`config.mk`:
```
export PLATFORM = sky130hd
export DESIGN_NAME = sc_spil_sce_flat
export DESIGN_NICKNAME = d
export VERILOG_FILES = /design/src/rtl/sc_spil_sce_if.sv /design/src/rtl/sc_spil_sce.sv /design/src/flat_wrapper.sv
export SDC_FILE = /design/constraint.sdc
export NUM_CORES = 1
export LEC_CHECK = 0
export BUFFER_PORTS_ARGS = -buffer_cell sky130_fd_sc_hd__buf_4
export CAP_MARGIN = 20
export CORE_UTILIZATION = 53
export CTS_CLUSTER_DIAMETER = 60
export DETAILED_ROUTE_END_ITERATION = 6
export GPL_ROUTABILITY_DRIVEN = 0
export GPL_TIMING_DRIVEN = 0
export PLACE_DENSITY = 0.74
export SETUP_SLACK_MARGIN = 0.5
export SLEW_MARGIN = 5
export SYNTH_ARGS = -nofsm -noshare
export SYNTH_HDL_FRONTEND = slang
export SYNTH_SLANG_ARGS = --single-unit
export TNS_END_PERCENT = 5
```
`constraint.sdc`:
```
create_clock -name CLK -period 4.65 [get_ports CLK]
set_clock_uncertainty 0.15 [all_clocks]
set_input_delay 0.465 -clock CLK [delete_from_list [all_inputs] [get_ports CLK]]
set_output_delay 0.465 -clock CLK [all_outputs]
set_load 0.02 [all_outputs]
```
`src/rtl/sc_spil_sce_if.sv`:
```
// sc_spil_sce_if: bus between a chip-select monitor and its environment.
// master drives CSB_IN/ERR_CLR and observes the status; slave is the monitor.
interface sc_spil_sce_if #(
  parameter int NUM_OF_CS = 32
);
  logic [NUM_OF_CS-1:0] CSB_IN;
  logic                 ERR_CLR;
  logic [4:0]           CS_SEL;
  logic                 CS_ACT;
  logic                 CS_START;
  logic                 CS_END;
  logic                 CS_ERR;
  logic [15:0]          TXN_CNT;

  modport master (
    output CSB_IN,
    output ERR_CLR,
    input  CS_SEL,
    input  CS_ACT,
    input  CS_START,
    input  CS_END,
    input  CS_ERR,
    input  TXN_CNT
  );

  modport slave (
    input  CSB_IN,
    input  ERR_CLR,
    output CS_SEL,
    output CS_ACT,
    output CS_START,
    output CS_END,
    output CS_ERR,
    output TXN_CNT
  );
endinterface

```
`src/rtl/sc_spil_sce.sv`:
```
// sc_spil_sce: SPI chip-select monitor. Synchronizes and deglitches the
// active-low CS lines, tracks selections, flags multi/switch errors.
// Ports: CLK, RESET (async, active high), bus (slave): CSB_IN, ERR_CLR in;
// CS_SEL, CS_ACT, CS_START, CS_END, CS_ERR, TXN_CNT out (all registered).
module sc_spil_sce #(
  parameter int NUM_OF_CS = 32,
  parameter int FILT_LEN  = 2
) (
  input logic          CLK,
  input logic          RESET,
  sc_spil_sce_if.slave bus
);

  localparam logic [3:0] CNT_LIM = 4'(FILT_LEN - 1);

  typedef enum logic [1:0] {
    S_IDLE,
    S_ACTIVE,
    S_FAULT
  } state_t;

  logic [NUM_OF_CS-1:0] r_s1;
  logic [NUM_OF_CS-1:0] r_s2;
  logic [NUM_OF_CS-1:0] r_last;
  logic [NUM_OF_CS-1:0] r_filt;
  logic [3:0]           r_cnt;

  state_t      r_state;
  state_t      w_nxt;
  logic [4:0]  r_sel;
  logic        r_act;
  logic        r_start;
  logic        r_end;
  logic        r_err;
  logic [15:0] r_txn_cnt;

  logic                 w_same;
  logic [NUM_OF_CS-1:0] w_low;
  logic                 w_none;
  logic                 w_multi;
  logic                 w_single;
  logic [4:0]           w_idx;
  logic                 w_start;
  logic                 w_end;
  logic                 w_errev;

  // Two-flop synchronizer, idle level is 1.
  always_ff @(posedge CLK or posedge RESET) begin
    if (RESET) begin
      r_s1 <= '1;
      r_s2 <= '1;
    end else begin
      r_s1 <= bus.CSB_IN;
      r_s2 <= r_s1;
    end
  end

  // Stability filter: r_cnt counts consecutive cycles the synchronized
  // vector matched its previous value; any change restarts the count.
  assign w_same = (r_s2 == r_last);

  always_ff @(posedge CLK or posedge RESET) begin
    if (RESET) begin
      r_last <= '1;
      r_cnt  <= '0;
      r_filt <= '1;
    end else begin
      r_last <= r_s2;
      if (!w_same) begin
        r_cnt <= '0;
      end else if (r_cnt != CNT_LIM) begin
        r_cnt <= r_cnt + 4'd1;
      end
      if (w_same && (r_cnt == CNT_LIM)) begin
        r_filt <= r_s2;
      end
    end
  end

  // Classify the filtered vector.
  assign w_low    = ~r_filt;
  assign w_none   = (w_low == '0);
  assign w_multi  = ((w_low & (w_low - 1'b1)) != '0);
  assign w_single = !w_none && !w_multi;

  always_comb begin
    w_idx = '0;
    for (int i = 0; i < NUM_OF_CS; i++) begin
      if (w_low[i]) begin
        w_idx = 5'(i);
      end
    end
  end

  // FSM: state register.
  always_ff @(posedge CLK or posedge RESET) begin
    if (RESET) begin
      r_state <= S_IDLE;
    end else begin
      r_state <= w_nxt;
    end
  end

  // FSM: next state.
  always_comb begin
    w_nxt = r_state;
    unique case (r_state)
      S_IDLE: begin
        if (w_single) begin
          w_nxt = S_ACTIVE;
        end else if (w_multi) begin
          w_nxt = S_FAULT;
        end
      end
      S_ACTIVE: begin
        if (w_none) begin
          w_nxt = S_IDLE;
        end else if (!w_single || (w_idx != r_sel)) begin
          w_nxt = S_FAULT;
        end
      end
      S_FAULT: begin
        if (w_none) begin
          w_nxt = S_IDLE;
        end
      end
      default: w_nxt = S_IDLE;
    endcase
  end

  // FSM: output decode (registered below).
  always_comb begin
    w_start = 1'b0;
    w_end   = 1'b0;
    w_errev = 1'b0;
    unique case (1'b1)
      (r_state == S_IDLE): begin
        w_start = w_single;
        w_errev = w_multi;
      end
      (r_state == S_ACTIVE): begin
        w_end   = (w_nxt != S_ACTIVE);
        w_errev = (w_nxt == S_FAULT);
      end
      default: ;
    endcase
  end

  always_ff @(posedge CLK or posedge RESET) begin
    if (RESET) begin
      r_sel   <= '0;
      r_act   <= 1'b0;
      r_start <= 1'b0;
      r_end   <= 1'b0;
      r_err   <= 1'b0;
    end else begin
      r_act   <= (w_nxt == S_ACTIVE);
      r_start <= w_start;
      r_end   <= w_end;
      if (w_start) begin
        r_sel <= w_idx;
      end
      // A new error wins over a simultaneous clear.
      if (w_errev) begin
        r_err <= 1'b1;
      end else if (bus.ERR_CLR) begin
        r_err <= 1'b0;
      end
    end
  end

  always_ff @(posedge CLK or posedge RESET) begin
    if (RESET) begin
      r_txn_cnt <= '0;
    end else if (w_start) begin
      r_txn_cnt <= r_txn_cnt + 16'd1;
    end
  end

  assign bus.CS_SEL   = r_sel;
  assign bus.CS_ACT   = r_act;
  assign bus.CS_START = r_start;
  assign bus.CS_END   = r_end;
  assign bus.CS_ERR   = r_err;
  assign bus.TXN_CNT  = r_txn_cnt;

endmodule

```
`src/flat_wrapper.sv`:
```
// flat-port wrapper written by rule: the top's interface ports become plain ports
module sc_spil_sce_flat 
#(
  parameter int NUM_OF_CS = 32,
  parameter int FILT_LEN  = 2
)
  (CLK, RESET, bus_CSB_IN, bus_ERR_CLR, bus_CS_SEL, bus_CS_ACT, bus_CS_START, bus_CS_END, bus_CS_ERR, bus_TXN_CNT);
  sc_spil_sce_if #(.NUM_OF_CS(NUM_OF_CS)) bus_i ();
  input logic CLK;
  input logic RESET;
  input wire logic [$bits(bus_i.CSB_IN)-1:0] bus_CSB_IN;
  input wire logic [$bits(bus_i.ERR_CLR)-1:0] bus_ERR_CLR;
  output wire logic [$bits(bus_i.CS_SEL)-1:0] bus_CS_SEL;
  output wire logic [$bits(bus_i.CS_ACT)-1:0] bus_CS_ACT;
  output wire logic [$bits(bus_i.CS_START)-1:0] bus_CS_START;
  output wire logic [$bits(bus_i.CS_END)-1:0] bus_CS_END;
  output wire logic [$bits(bus_i.CS_ERR)-1:0] bus_CS_ERR;
  output wire logic [$bits(bus_i.TXN_CNT)-1:0] bus_TXN_CNT;
  assign bus_i.CSB_IN = bus_CSB_IN;
  assign bus_i.ERR_CLR = bus_ERR_CLR;
  assign bus_CS_SEL = bus_i.CS_SEL;
  assign bus_CS_ACT = bus_i.CS_ACT;
  assign bus_CS_START = bus_i.CS_START;
  assign bus_CS_END = bus_i.CS_END;
  assign bus_CS_ERR = bus_i.CS_ERR;
  assign bus_TXN_CNT = bus_i.TXN_CNT;
  sc_spil_sce #(.NUM_OF_CS(NUM_OF_CS), .FILT_LEN(FILT_LEN)) u_core (.CLK(CLK), .RESET(RESET), .bus(bus_i));
endmodule
```
==> results.sh, run 1 <==
export IMPL_power_density_nw_per_um2=376
export IMPL_crit_start="u_core.r_filt[6]"
export IMPL_setup_violations=0
export IMPL_rsz0062_at_grt="no"
export IMPL_clkTransAtPathRegs_ns=0.06
export IMPL_antenna_cells=0
export IMPL_worstPathCellList="buf_2 -> and4_1 -> buf_4 -> nand4_4 -> o31ai_2 -> nand4_1 -> or4_4 -> nor3_4 -> buf_6 -> mux2_2"
export IMPL_numPortBuffers=59
export IMPL_fmax_ghz=0.317
export IMPL_rows=39
export IMPL_antenna_found_initial=0
export IMPL_hold_viol=0
export IMPL_clock_sinks=159
export IMPL_path_max_fanout=10
export IMPL_grt_pass1_vias=4261
export IMPL_period_share_pct=67.9
export IMPL_dpl_worst_slack_ns=1.50
export IMPL_final_nets=620
export IMPL_drt_wirelength_per_cell_um=16.5
export IMPL_initialDrtViolationCount=250
export IMPL_critPathCaptureType="flip-flop"
export IMPL_die_w_um=111
export IMPL_violations="design-rule violations"
export IMPL_slew_headroom_pct=55.2
export IMPL_viasPerCell=5.62
export IMPL_path_class="reg2reg"
export IMPL_overflow=0
export IMPL_die_y_um=111
export IMPL_worstHoldEndpoint="u_core.bus.CS_ERR"
export IMPL_ys_ff_latch=159
export IMPL_rr_endpoint="u_core.bus.TXN_CNT[1]"
export IMPL_slew_violations=0
export IMPL_ys_flop_type="dfstp_2"
export IMPL_synth_avg_cell_area_um2=13.6
export IMPL_cts_made_buffers=17
export IMPL_dpl_instance_area_um2=7050
export IMPL_fin_ws_ns=1.49
export IMPL_insertion_delay_ns=0.43
export IMPL_ys_warn_count=0
export IMPL_fin_tns_setup_ns=0
export IMPL_hold_path_class="in2reg"
export IMPL_stdcell_count=738
export IMPL_syn_inst=467
export IMPL_initial_core_util_pct=55.0
export IMPL_tritoncts="built"
export IMPL_crit_path_top_delay_cell="or4_4"
export IMPL_n_fill_cell=825
export IMPL_min_from="bus_ERR_CLR"
export IMPL_placed_cells=673
export IMPL_whs_path_depth=3
export IMPL_drive_gt1_share_pct=46.7
export IMPL_wl_mm=12.2
export IMPL_coreArea_um2=11500
export IMPL_worst_pin_slew_ns=0.673
export IMPL_grt_usage_pct=21.9
export IMPL_grt_max_degree=43
export IMPL_startpoint_type="flip-flop"
export IMPL_dieArea_um2=12400
export IMPL_status="finished, violations left"
export IMPL_synth_cell_types=54
export IMPL_pin_count=60
export IMPL_cp_required_ns=4.81
export IMPL_cpPeakStageDelay_ns=0.58
export IMPL_grt_pass1_wl_mm=20.9
export IMPL_r2r_cells=10
export IMPL_synth_nets=505
export IMPL_maxCapViolations=0
export IMPL_layout_min_cycle_time_ns=3.16
export IMPL_area_growth_pct=26.2
export IMPL_crit_arrival_ns=3.31
export IMPL_synth_edf_count=0
export IMPL_r2r_start="u_core.r_filt[6]"
export IMPL_synthArstFlopShare_pct=100
export IMPL_cts_max_level=4
export IMPL_drt_pass1_iter_count=6
export IMPL_fin_hold_ws_ns=0.192
export IMPL_fin_area_um2=8000
export IMPL_drc_errors=12
export IMPL_post_cts_buffers=0
export IMPL_ant_nets=0
export IMPL_cts_max_path_buffers=2
export IMPL_synth_seq_area_share_pct=65.3
export IMPL_via_count=4149
export IMPL_hpwl_mm=8.19
export IMPL_cts_root_buf="clkbuf_16"
export IMPL_reg2reg_slack_ns=1.49
export IMPL_power_leakage_uw=0.00336
export IMPL_ir_drop_uv=311
export IMPL_synth_area_um2=6330
[report_power, final]
| group | internal [µW] | leakage, µW | switching (µW) | total (µW) |
|---|---|---|---|---|
| logic | 56.2 | 0.00132 | 44.6 | 101 |
| registers | 1460 | 0.00177 | 26.7 | 1490 |
| clock network | 876 | 0.000276 | 538 | 1410 |
[worst max-delay path, delay by kind of cell, from the launching register on]
| kind | cells | cell delay (ns) |
|---|---|---|
| and+or+nand+nor | 5 | 1.26 |
| DFF | 1 | 0.51 |
| muxes | 1 | 0.33 |
| AOI/OAI and AO/OA | 1 | 0.25 |
| buffers and inverters | 3 | 0.53 |
[worst max-delay path by stage]
stage                            end  depth (start not counted)
2_1_floorplan  u_core.bus.TXN_CNT[1]                         10
6_report       u_core.bus.TXN_CNT[1]                         10
4_1_cts        u_core.bus.TXN_CNT[1]                         10
3_5_place_dp   u_core.bus.TXN_CNT[1]                         10
5_1_grt        u_core.bus.TXN_CNT[1]                          9
3_3_place_gp         u_core.r_cnt[2]                          2
[Yosys cell counts, types with 11 or more instances]
library cell / n / area share (%)
xnor2_1: 14 / 1.9
xor2_1: 38 / 5.3
a21oi_1: 15 / 1.2
inv_1: 17 / 1.0
nand4_1: 18 / 1.8
nor2_1: 12 / 0.71
mux2_2: 36 / 6.4
dfrtp_1: 31 / 12
nand3_1: 15 / 1.2
dfstp_2: 128 / 53
and3_1: 11 / 1.1
nand2_1: 23 / 1.4
[cell families (layout without fill, tap and decap cells)]
kind of cell	count (synthesis)	in the layout	synth area share, %
multiplexers	38	38	6.72
buffers and inverters	34	162	2.47
flip-flops	159	159	65.3
AND/OR/NAND/NOR	121	121	11.1
adder cells (fa/ha/maj)	5	5	0.909
XOR/XNOR	52	52	7.19
AO/OA/AOI/OAI	58	58	6.30
[metal layers]
metal  share of wire [%]  global-route usage (%)  vias up
li1                    -                       -     1908
met1                  43                    27.7     2074
met2                  50                    35.4      136
met3                 5.3                    7.05       31
met4                 2.2                    8.11        0
met5                   0                       0        -
[timing repair]
item | 4_1_cts | 5_1_grt
hold endpoints to repair | 33 | 0
resized for setup | 0 | 0
hold buffers | 33 | 0
[cells in the final DEF (no fill, tap or decap), types with 3 or more instances in the layout]
master	n
mux2_2	36
ha_1	3
a41oi_1	3
dfstp_2	128
buf_2	5
xnor2_1	14
a31o_2	4
a31oi_1	7
a21oi_1	15
and3_1	11
nor2_1	12
buf_12	3
clkbuf_16	18
clkbuf_1	6
o221ai_1	3
nand4_1	18
nand3_1	15
xor2_1	38
dfrtp_1	31
and2_1	3
and4_1	9
inv_1	16
o22ai_1	3
bufinv_16	3
nand2_1	23
buf_1	3
nor4_1	10
nor3_1	8
buf_4	63
dlygate4sd3_1	33
clkinvlp_4	8
o21ai_0	8
[per-stage QoR]
stage	util [%]	total power (µW)
2_1_floorplan	-	1540
3_3_place_gp	60.4	1580
3_5_place_dp	61.2	1590
4_1_cts	69.4	3040
5_1_grt	69.4	3120
6_report	69.4	3000
[sequential cells by signal, summed over array words and instances, names as in the netlist]
| register | count |
|---|---|
| u_core.bus.CS_ACT | 1 |
| u_core.bus.CS_START | 1 |
| u_core.bus.CS_ERR | 1 |
| u_core.r_last | 32 |
| u_core.bus.TXN_CNT | 16 |
| u_core.r_cnt | 4 |
| u_core.r_filt | 32 |
| u_core.bus.CS_SEL | 5 |
| u_core.r_s2 | 32 |
| u_core.bus.CS_END | 1 |
| u_core.r_state | 2 |
| u_core.r_s1 | 32 |
[area by class of cell]
| class | count | area (µm²) | share of cell area (%) |
|---|---|---|---|
| Inverter | 17 | 67.6 | 0.845 |
| Clock buffer | 20 | 458 | 5.73 |
| Tap cell | 143 | 179 | 2.24 |
| Timing Repair Buffer | 96 | 861 | 10.8 |
| Clock inverter | 12 | 160 | 2.00 |
| Sequential cell | 159 | 4140 | 51.8 |
| Multi-Input combinational cell | 274 | 2040 | 25.5 |
| Buffer | 17 | 92.6 | 1.16 |
Power figures use the tool's default switching activity.
==> run 2: changes to the inputs <==
--- a/config.mk
+++ b/config.mk
@@ -7,12 +7,12 @@
 export LEC_CHECK = 0
 export BUFFER_PORTS_ARGS = -buffer_cell sky130_fd_sc_hd__buf_4
 export CAP_MARGIN = 20
-export CORE_UTILIZATION = 53
+export CORE_UTILIZATION = 59
 export CTS_CLUSTER_DIAMETER = 60
 export DETAILED_ROUTE_END_ITERATION = 6
 export GPL_ROUTABILITY_DRIVEN = 0
 export GPL_TIMING_DRIVEN = 0
-export PLACE_DENSITY = 0.74
+export PLACE_DENSITY = 0.78
 export SETUP_SLACK_MARGIN = 0.5
 export SLEW_MARGIN = 5
 export SYNTH_ARGS = -nofsm -noshare
==> constraint.sdc (replaced) <==
create_clock -name CLK -period 3.23 [get_ports CLK]
set_clock_uncertainty 0.15 [all_clocks]
set_input_delay 0.323 -clock CLK [delete_from_list [all_inputs] [get_ports CLK]]
set_output_delay 0.323 -clock CLK [all_outputs]
set_load 0.02 [all_outputs]
==> run 2 against run 1 <==
  * Critical path depth increased by 1
  * Design area grew 2.6%
  * Combinational power increased by 41%
  * Global-route usage is 3.6 points higher
  * The run still ends with design-rule violations left
  * Via count is 5.4% higher
==> results.sh, run 2 (same netlist as run 1, synthesis figures left out) <==
export IMPL_status="finished, violations left"
export IMPL_violations="design-rule violations"
export IMPL_pin_count=60
export IMPL_insertion_delay_ns=0.53
export IMPL_wl_mm=13.1
export IMPL_hold_viol=0
export IMPL_critPathCaptureType="flip-flop"
export IMPL_viasPerCell=5.84
export IMPL_worst_pin_slew_ns=0.735
export IMPL_die_w_um=106
export IMPL_cts_root_buf="clkbuf_8"
export IMPL_layout_min_cycle_time_ns=3.11
export IMPL_layout_commonest_cell="dfstp_2"
export IMPL_stdcell_count=749
export IMPL_period_share_pct=96.3
export IMPL_path_class="reg2reg"
export IMPL_fin_ws_ns=0.119
export IMPL_slew_headroom_pct=50.9
export IMPL_tritoncts="built"
export IMPL_startpoint_type="flip-flop"
export IMPL_ant_nets=0
export IMPL_initial_core_util_pct=61.1
export IMPL_rsz0062_at_grt="yes"
export IMPL_numPortBuffers=59
export IMPL_clock_sinks=159
export IMPL_drc_errors=1
export IMPL_fmax_ghz=0.321
export IMPL_antenna_cells=0
export IMPL_hpwl_mm=8.03
export IMPL_final_nets=638
export IMPL_dpl_worst_slack_ns=0.102
export IMPL_p_sw_share_pct=20.2
export IMPL_grt_max_degree=45
export IMPL_ir_drop_uv=502
export IMPL_clkTransAtPathRegs_ns=0.06
export IMPL_grt_usage_pct=25.5
export IMPL_pwr_share_seq_pct=49.5
export IMPL_drive_gt1_share_pct=50.7
export IMPL_layout_common_cells="128 x dfstp_2, 76 x buf_4, 38 x xor2_1, 35 x mux2_2, 34 x dlygate4sd3_1"
export IMPL_internal_power_uw=3450
export IMPL_p_comb_share_pct=3.3
export IMPL_dieArea_um2=11200
export IMPL_cts_made_buffers=17
export IMPL_rows=37
export IMPL_fin_tns_setup_ns=0
export IMPL_area_growth_pct=29.5
export IMPL_antenna_found_initial=0
export IMPL_grt_pass1_vias=4389
export IMPL_drt_wirelength_per_cell_um=17.4
export IMPL_hold_path_class="reg2reg"
export IMPL_crit_arrival_ns=3.42
export IMPL_via_count=4373
export IMPL_power_leakage_uw=0.00350
export IMPL_maxCapViolations=0
export IMPL_p_sw_uw=876
export IMPL_coreArea_um2=10400
export IMPL_grt_pass1_wl_mm=21.3
export IMPL_clkPwrFrac_pct=47.2
export IMPL_slew_violations=0
export IMPL_die_y_um=106
export IMPL_cp_required_ns=3.54
export IMPL_cts_max_path_buffers=2
export IMPL_cts_max_level=4
export IMPL_drt_pass1_iter_count=7
export IMPL_placed_cells=665
export IMPL_power_density_nw_per_um2=528
export IMPL_path_max_fanout=7
export IMPL_initialDrtViolationCount=372
export IMPL_setup_violations=0
export IMPL_overflow=0
run 2: final cells by class:
| cell class | count | area, µm² |
|---|---|---|
| sequential | 159 | 4140 |
| timing repair buffer | 114 | 982 |
| buffer | 17 | 143 |
| clock buffer | 21 | 470 |
| tap | 136 | 170 |
| inverter | 17 | 67.6 |
| fill | 582 | 2170 |
| multi-input combinational | 274 | 2080 |
| clock inverter | 11 | 151 |
run 2: through the flow:
| stage | hold WS (ns) | instance area (µm²) | util [%] | power, µW |
|---|---|---|---|---|
| 6_report | 0.203 | 8200 | 79.1 | 4330 |
| 4_1_cts | 0.204 | 8110 | 78.2 | 4370 |
| 5_1_grt | 0.206 | 8200 | 79.1 | 4470 |
| 3_3_place_gp | 0.196 | 6950 | 67.0 | 2270 |
| 3_5_place_dp | 0.197 | 7010 | 67.6 | 2280 |
| 2_1_floorplan | 0.177 | 6340 | - | 2220 |
run 2: worst paths after layout:
check,start,endpoint,slack [ns],depth (start not counted)
max,u_core.r_filt[5],u_core.bus.TXN_CNT[12],0.12,11
min,u_core.r_s1[30],u_core.r_s2[30],0.20,0
min reg2reg,u_core.r_s1[30],u_core.r_s2[30],0.20,0
max in group asynchronous,RESET,u_core.r_s2[22],1.62,5
min in group asynchronous,RESET,u_core.bus.CS_ACT,0.33,3
max reg2reg,u_core.r_filt[5],u_core.bus.TXN_CNT[12],0.12,11
run 2: routing by layer:
| metal | part of all wire [%] | up-vias | global-route usage [%] |
|---|---|---|---|
| met3 | 7.0 | 64 | 6.68 |
| li1 | - | 1941 | - |
| met4 | 4.1 | 0 | 14.4 |
| met1 | 40 | 2150 | 32.2 |
| met5 | 0 | - | 0 |
| met2 | 49 | 218 | 40.1 |
run 2: critical path, stage by stage, from the launching register on:
cell     delay [ns]
dfstp_2        0.52
buf_6          0.10
and4_1         0.21
buf_6          0.15
nand4_4        0.15
o31ai_2        0.26
nand4_1        0.14
or4_4          0.58
nor3_4         0.23
buf_4          0.17
and4_4         0.21
xor2_1         0.14
run 2: what timing repair did:
action	CTS	global route
pin swaps	8	9
hold buffers	34	0
setup buffers	10	7
hold endpoints to repair	38	0
gates cloned	1	0
endpoints found under the setup margin	57	57
gates resized for setup	19	17
run 2: power by group through the flow:
stage          registers (µW)  logic, µW  clock network (µW)
2_1_floorplan            2160       55.5                   0
3_3_place_gp             2170       97.4                   0
3_5_place_dp             2170        110                   0
4_1_cts                  2140        144                2080
5_1_grt                  2150        158                2160
6_report                 2140        142                2040
